--- src/rtl/md_sequencer_pkg.sv ---
// Shared constants for the multiply/divide sequencer.
//   - op vector width and one-hot bit positions of md_op
//   - width of the packed hilo bus {hi_we, hi, lo_we, lo}
//   - FSM state encodings
// Configuration macro honoured by md_sequencer: MD_DIV_ZERO_EARLY_EN.
package md_sequencer_pkg;

  localparam int MD_OP_WD   = 4;
  localparam int MD_HILO_WD = 66;

  // One-hot positions inside md_op = {mult, multu, div, divu}
  localparam int MD_OP_MULT  = 3;
  localparam int MD_OP_MULTU = 2;
  localparam int MD_OP_DIV   = 1;
  localparam int MD_OP_DIVU  = 0;

  typedef enum logic [2:0] {
    MD_IDLE = 3'd0,
    MD_MUL  = 3'd1,
    MD_DIV  = 3'd2,
    MD_FIX  = 3'd3,
    MD_DONE = 3'd4
  } md_state_e;

endpackage

--- src/rtl/md_div_iter.sv ---
// Restoring-division datapath: remainder, quotient and divisor registers
// plus one shift-subtract step per enabled cycle. Works on magnitudes only;
// sign correction is done by the caller.
// Ports:
//   clk, rst        clock, synchronous active-high reset
//   load_i          capture dividend/divisor, clear remainder
//   step_i          perform one restoring step
//   dividend_i      unsigned dividend
//   divisor_i       unsigned divisor
//   rem_o, quo_o    current remainder / quotient
module md_div_iter #(
  parameter int DATA_WD = 32
) (
  input  logic               clk,
  input  logic               rst,
  input  logic               load_i,
  input  logic               step_i,
  input  logic [DATA_WD-1:0] dividend_i,
  input  logic [DATA_WD-1:0] divisor_i,
  output logic [DATA_WD-1:0] rem_o,
  output logic [DATA_WD-1:0] quo_o
);

  logic [DATA_WD-1:0] rem_q, quo_q, dvs_q;
  logic [DATA_WD:0]   shifted, trial;

  // Shift the next dividend bit into the partial remainder and try the
  // subtraction; bit DATA_WD of the difference is the borrow.
  assign shifted = {rem_q, quo_q[DATA_WD-1]};
  assign trial   = shifted - {1'b0, dvs_q};

  always_ff @(posedge clk) begin
    // NOTE: sequential state uses non-blocking assignments so every register
    // samples pre-edge values regardless of statement order.
    if (rst) begin
      rem_q <= '0;
      quo_q <= '0;
      dvs_q <= '0;
    end else if (load_i) begin
      rem_q <= '0;
      quo_q <= dividend_i;
      dvs_q <= divisor_i;
    end else if (step_i) begin
      if (!trial[DATA_WD]) begin
        rem_q <= trial[DATA_WD-1:0];
        quo_q <= {quo_q[DATA_WD-2:0], 1'b1};
      end else begin
        rem_q <= shifted[DATA_WD-1:0];
        quo_q <= {quo_q[DATA_WD-2:0], 1'b0};
      end
    end
  end

  assign rem_o = rem_q;
  assign quo_o = quo_q;

endmodule

--- src/rtl/md_sequencer.sv ---
// Multi-cycle controller for the shared multiply/divide unit behind HI/LO.
// Accepts one MULT/MULTU/DIV/DIVU per start, stalls the pipeline while busy
// and emits a one-cycle hilo bus {hi_we, hi, lo_we, lo} on completion.
// Ports:
//   clk, rst     clock, synchronous active-high reset
//   start        EX holds a valid md op (level, held while stalled)
//   cancel       flush of the EX instruction; aborts any operation
//   md_op        one-hot {mult, multu, div, divu}
//   src_a/src_b  rs / rt operands
//   stallreq     hold the pipeline (combinational, high in the accept cycle)
//   done         one-cycle completion pulse
//   hilo_bus     {hi_we, hi, lo_we, lo}, we bits equal done
// Configuration: define MD_DIV_ZERO_EARLY_EN to finish divide-by-zero in one
// cycle instead of running the full iteration.
module md_sequencer
  import md_sequencer_pkg::*;
#(
  parameter int DIV_ITERS = 32,
  parameter int DATA_WD   = 32
) (
  input  logic                 clk,
  input  logic                 rst,
  input  logic                 start,
  input  logic                 cancel,
  input  logic [MD_OP_WD-1:0]  md_op,
  input  logic [DATA_WD-1:0]   src_a,
  input  logic [DATA_WD-1:0]   src_b,
  output logic                 stallreq,
  output logic                 done,
  output logic [2*DATA_WD+1:0] hilo_bus
);

  localparam int CNT_W = $clog2(DIV_ITERS);
`ifdef MD_DIV_ZERO_EARLY_EN
  localparam bit EarlyZero = 1'b1;
`else
  localparam bit EarlyZero = 1'b0;
`endif

  function automatic logic [DATA_WD-1:0] mag(input logic [DATA_WD-1:0] v,
                                             input logic is_signed);
    return (is_signed && v[DATA_WD-1]) ? -v : v;
  endfunction

  md_state_e          state_q, state_d;
  logic [DATA_WD-1:0] a_q, b_q, res_hi_q, res_lo_q, res_hi_d, res_lo_d;
  logic [CNT_W-1:0]   cnt_q;
  logic               signed_q, res_we;
  logic               op_mul, op_div, op_signed, accept, div_load;
  logic [DATA_WD-1:0] rem, quo;
  logic [2*DATA_WD-1:0] mul_a, mul_b, prod;
  logic               sign_a, sign_b;

  assign op_mul    = md_op[MD_OP_MULT] | md_op[MD_OP_MULTU];
  assign op_div    = md_op[MD_OP_DIV]  | md_op[MD_OP_DIVU];
  assign op_signed = md_op[MD_OP_MULT] | md_op[MD_OP_DIV];
  // cancel beats start; a start without any op bit is never accepted
  assign accept    = (state_q == MD_IDLE) && start && !cancel && (op_mul || op_div);
  assign div_load  = accept && op_div;

  // Sign-extending both operands to full product width lets a single
  // unsigned multiplier produce the exact signed or unsigned 64-bit result.
  assign mul_a = signed_q ? {{DATA_WD{a_q[DATA_WD-1]}}, a_q} : {{DATA_WD{1'b0}}, a_q};
  assign mul_b = signed_q ? {{DATA_WD{b_q[DATA_WD-1]}}, b_q} : {{DATA_WD{1'b0}}, b_q};
  assign prod  = mul_a * mul_b;

  assign sign_a = signed_q & a_q[DATA_WD-1];
  assign sign_b = signed_q & b_q[DATA_WD-1];

  md_div_iter #(.DATA_WD(DATA_WD)) u_div_iter (
    .clk        (clk),
    .rst        (rst),
    .load_i     (div_load),
    .step_i     (state_q == MD_DIV),
    .dividend_i (mag(src_a, op_signed)),
    .divisor_i  (mag(src_b, op_signed)),
    .rem_o      (rem),
    .quo_o      (quo)
  );

  always_comb begin
    // NOTE: every combinational output gets a default first so no path
    // leaves a signal unassigned and infers a latch.
    state_d  = state_q;
    res_we   = 1'b0;
    res_hi_d = res_hi_q;
    res_lo_d = res_lo_q;
    unique case (state_q)
      MD_IDLE: begin
        if (accept) begin
          if (op_mul) begin
            state_d = MD_MUL;
          end else if (EarlyZero && src_b == '0) begin
            state_d  = MD_DONE;
            res_we   = 1'b1;
            res_hi_d = src_a;
            res_lo_d = '1;
          end else begin
            state_d = MD_DIV;
          end
        end
      end
      MD_MUL: begin
        state_d  = MD_DONE;
        res_we   = 1'b1;
        res_hi_d = prod[2*DATA_WD-1:DATA_WD];
        res_lo_d = prod[DATA_WD-1:0];
      end
      MD_DIV: begin
        if (cnt_q == CNT_W'(DIV_ITERS - 1)) state_d = MD_FIX;
      end
      MD_FIX: begin
        state_d = MD_DONE;
        res_we  = 1'b1;
        if (b_q == '0) begin
          res_hi_d = a_q;
          res_lo_d = '1;
        end else begin
          res_hi_d = sign_a ? -rem : rem;
          res_lo_d = (sign_a ^ sign_b) ? -quo : quo;
        end
      end
      MD_DONE: state_d = MD_IDLE;
      default: state_d = MD_IDLE;
    endcase
    if (cancel && state_q != MD_IDLE) state_d = MD_IDLE;
  end

  always_ff @(posedge clk) begin
    if (rst) begin
      state_q  <= MD_IDLE;
      a_q      <= '0;
      b_q      <= '0;
      signed_q <= 1'b0;
      cnt_q    <= '0;
      res_hi_q <= '0;
      res_lo_q <= '0;
    end else begin
      state_q <= state_d;
      if (accept) begin
        a_q      <= src_a;
        b_q      <= src_b;
        signed_q <= op_signed;
        cnt_q    <= '0;
      end
      if (state_q == MD_DIV) cnt_q <= cnt_q + 1'b1;
      if (res_we) begin
        res_hi_q <= res_hi_d;
        res_lo_q <= res_lo_d;
      end
    end
  end

  assign stallreq = accept ||
                    (!cancel && (state_q == MD_MUL || state_q == MD_DIV || state_q == MD_FIX));
  // A flush arriving in the completion cycle also suppresses the writeback.
  assign done     = (state_q == MD_DONE) && !cancel;
  assign hilo_bus = done ? {1'b1, res_hi_q, 1'b1, res_lo_q} : '0;

endmodule

--- config.mk ---
export PLATFORM = sky130hd
export DESIGN_NAME = md_sequencer
export DESIGN_NICKNAME = d
export VERILOG_FILES = /design/src/rtl/md_sequencer_pkg.sv /design/src/rtl/md_div_iter.sv /design/src/rtl/md_sequencer.sv
export SDC_FILE = /design/constraint.sdc
export NUM_CORES = 2
export LEC_CHECK = 0
export ABC_AREA = 1
export CORE_ASPECT_RATIO = 2
export CORE_MARGIN = 5
export CORE_UTILIZATION = 55
export CTS_CLUSTER_DIAMETER = 40
export DETAILED_ROUTE_END_ITERATION = 8
export PLACE_DENSITY = 0.83
export SYNTH_ARGS = -nofsm -noshare
export SYNTH_HDL_FRONTEND = slang
export SYNTH_SLANG_ARGS = --single-unit
--- constraint.sdc ---
create_clock -name clk -period 12.1 [get_ports clk]
set_input_delay 3.63 -clock clk [delete_from_list [all_inputs] [get_ports clk]]
set_output_delay 3.63 -clock clk [all_outputs]
set_load 0.01 [all_outputs]
==> impl_metrics.tcl <==
set metrics [dict create \
    status "completed" \
    pre_cts_ws_ns 1.89 \
    fin_util 0.586 \
    finalCritPeriodShare 0.869 \
    dp_hpwl_mm 213 \
    fp.dieH_um 497 \
    slew-limit-headroom 0.0211 \
    cp-start-kind "flip-flop" \
    cts_tree "built" \
    worstPathArrival_ns 11.02 \
    p_leak_nw 39.0 \
    cts_setup_buffers 0 \
    post-route-cell-area_um2 68900 \
    r2r-start "signed_q$_SDFFE_PP0P_" \
    fin_ws_ns 1.59 \
    peakVddDrop_mv 0.198 \
    yosysTopAreaCellShare 0.437 \
    grt_pass1_wl_mm 383 \
    clk_latency_ns 0.60 \
    cts-root-buf "clkbuf_16" \
    layout-drive-gt1-share 0.0270 \
    gp_congestion 1.07 \
    finalSetupViolCount 0 \
    synthCells 8605 \
    p_int_mw 4.53 \
    synth.avg_cell_area_um2 7.56 \
    routed_wl_mm 261 \
    power_mw 11.7 \
    io_pins 140 \
    routed_via_density 5.72 \
    grtUsageTotal 0.416 \
    num_vias 57500 \
    ys_ff_latch 233 \
    start_util 0.554 \
    synth_edf_count 0 \
    cts.clk_slew.worst_paths_ns 0.07 \
    synth_flop_cell "dfxtp_1" \
    cts_max_path_buffers 3 \
    htree_levels 2 \
    cts_made_buffers 34 \
    portBuffers 139 \
    synth_cell_type_count 60 \
    criticalPathCategory "reg2reg" \
    yosysSeqAreaShare 0.0717 \
    grt_max_degree 80 \
    maxCapViolCount 0 \
    post_cts_resize_count 0 \
    dieArea_um2 126000 \
    yosys.area.top_type "fa_1" \
    final_nets 10300 \
    syn_to_final_growth_pct 5.85 \
    ys_async_sr_fraction 0 \
    grt_pass1_vias 63100 \
    hold_depth 2 \
    cts.sinks 233 \
    final_max_slew_viol_count 0 \
    rows 178 \
    power_density_nw_per_um2 170 \
    reg2regPathDepth 29 \
    wl_per_cell_um 25.9 \
    synth_area_um2 65100 \
    first_pass_iters 6 \
    core_area_um2 118000 \
    synth.most_common_cell "inv_1" \
    drc_errors 0 \
    grt_overflow 0 \
    skew_ns 0.0448 \
    pwr-share-seq 0.090 \
    worst_slew_pin_slew_ns 1.46 \
    rsz0062_at_grt "no" \
    final-hold-violation-count 0 \
    p_clk_frac 0.094 \
    crit_start "signed_q$_SDFFE_PP0P_" \
    crit_top_cell "fa_1" \
    syn_nets 10400 \
    switching_share 0.613 \
    cp_slowest_cell "fa_1" \
    setup_tns_ns 0 \
    dp.cells 9991 \
    worstHoldStart "cnt_q[3]$_SDFFE_PP0P_" \
    detail_route.iter0.violations 4905 \
    synthTopCellsByCount "inv_1 (2606), nand2_1 (1769), fa_1 (1420), nor2_1 (501), a21oi_1 (392)" \
    period_minus_slack_ns 10.51 \
    finalNonFillerCells 10100 \
    final_antenna_net_count 0 \
    critPathMaxStageDelay_ns 1.01 \
    dpl_cell_area_um2 67700 \
    synth.area.top_cells "fa_1 (44%), inv_1 (15%), nand2_1 (10%)" \
    fin_hold_ws_ns 0.459 \
    die_w_um 253 \
    power_switching_mw 7.19 \
    crit_fanout 11 \
    worstPathRequired_ns 12.61 \
    max_freq_ghz 0.0951 \
    share_comb_of_total_power 0.816 \
    hp-class "reg2reg" \
    cts_hold_buf 0 \
    antenna_found_initial 10 \
    fillers 10700 \
    endpoint_kind "flip-flop" \
    synth_warnings 0 \
]
==> state kept, by name, summed over array words and instances, names as in the netlist <==
register          flops
a_q                  32
b_q                  32
res_hi_q             32
res_lo_q             32
u_div_iter.dvs_q     32
u_div_iter.quo_o     32
u_div_iter.rem_o     32
cnt_q                 5
state_q               3
signed_q              1
==> power groups by stage <==
stage	combinational [mW]	sequential [mW]	clock, mW
after floorplan	5.82	0.943	0
after global placement	9.18	1.05	0
after detailed placement	9.26	1.06	0
after CTS	9.37	1.04	1.11
after global routing	10.3	1.06	1.13
final	9.56	1.05	1.10
==> logic make-up (layout without fill, tap and decap cells) <==
| logic type | Yosys count | count (layout) | share of synthesized area |
|---|---|---|---|
| buf+inv | 2996 | 2914 | 0.174 |
| simple gates | 2602 | 2602 | 0.160 |
| fa+ha+maj | 1766 | 1766 | 0.503 |
| compound gates | 880 | 880 | 0.0742 |
| flops | 233 | 233 | 0.0717 |
| xor+xnor | 128 | 128 | 0.0172 |
| other cells | 0 | 9 | 0 |
==> cells in the final DEF (no fill, tap or decap), types with 138 or more instances in the layout <==
cell type	synthesis	layout
clkdlybuf4s50_1	0	138
nor2_1	501	499
nand3_1	183	183
ha_1	346	346
fa_1	1420	1420
inv_1	2606	2605
dfxtp_1	233	227
a21oi_1	392	392
nand2_1	1769	1768
o21ai_0	308	306
==> final cells by class <==
class,count,area [um^2],share of cell area
Inverter,2618,9830,0.143
Multi-Input combinational cell,5376,49100,0.713
Clock buffer,42,962,0.0140
Sequential cell,233,4670,0.0678
Timing Repair Buffer,235,2110,0.0307
Tap cell,1530,1910,0.0278
Clock inverter,19,254,0.00369
Antenna cell,9,22.5,0.000327
==> worst max-delay path, delay by kind of cell (launching register included) <==
kind	cells	cell delay [ns]
compound gates	5	1.48
buf+inv	6	0.98
simple gates	7	1.00
flops	1	0.65
fa+ha+maj	11	6.29
==> routing by layer <==
metal	GRT usage	routed length, um	vias to the layer above
met1	0.400	75600	28100
met5	0	58	-
met4	0.428	36300	8
li1	-	-	24500
met2	0.711	127000	3404
met3	0.0879	21300	1533
==> path summary, 6_finish.rpt <==
path	endpoint	slack [ns]
worst min register to register	cnt_q[3]$_SDFFE_PP0P_	0.46
worst max-delay path	res_hi_q[28]$_SDFFE_PP0P_	1.59
worst max register to register	res_hi_q[28]$_SDFFE_PP0P_	1.59
worst min-delay path	cnt_q[3]$_SDFFE_PP0P_	0.46
Note: power is estimated with default switching activity, not from simulation.
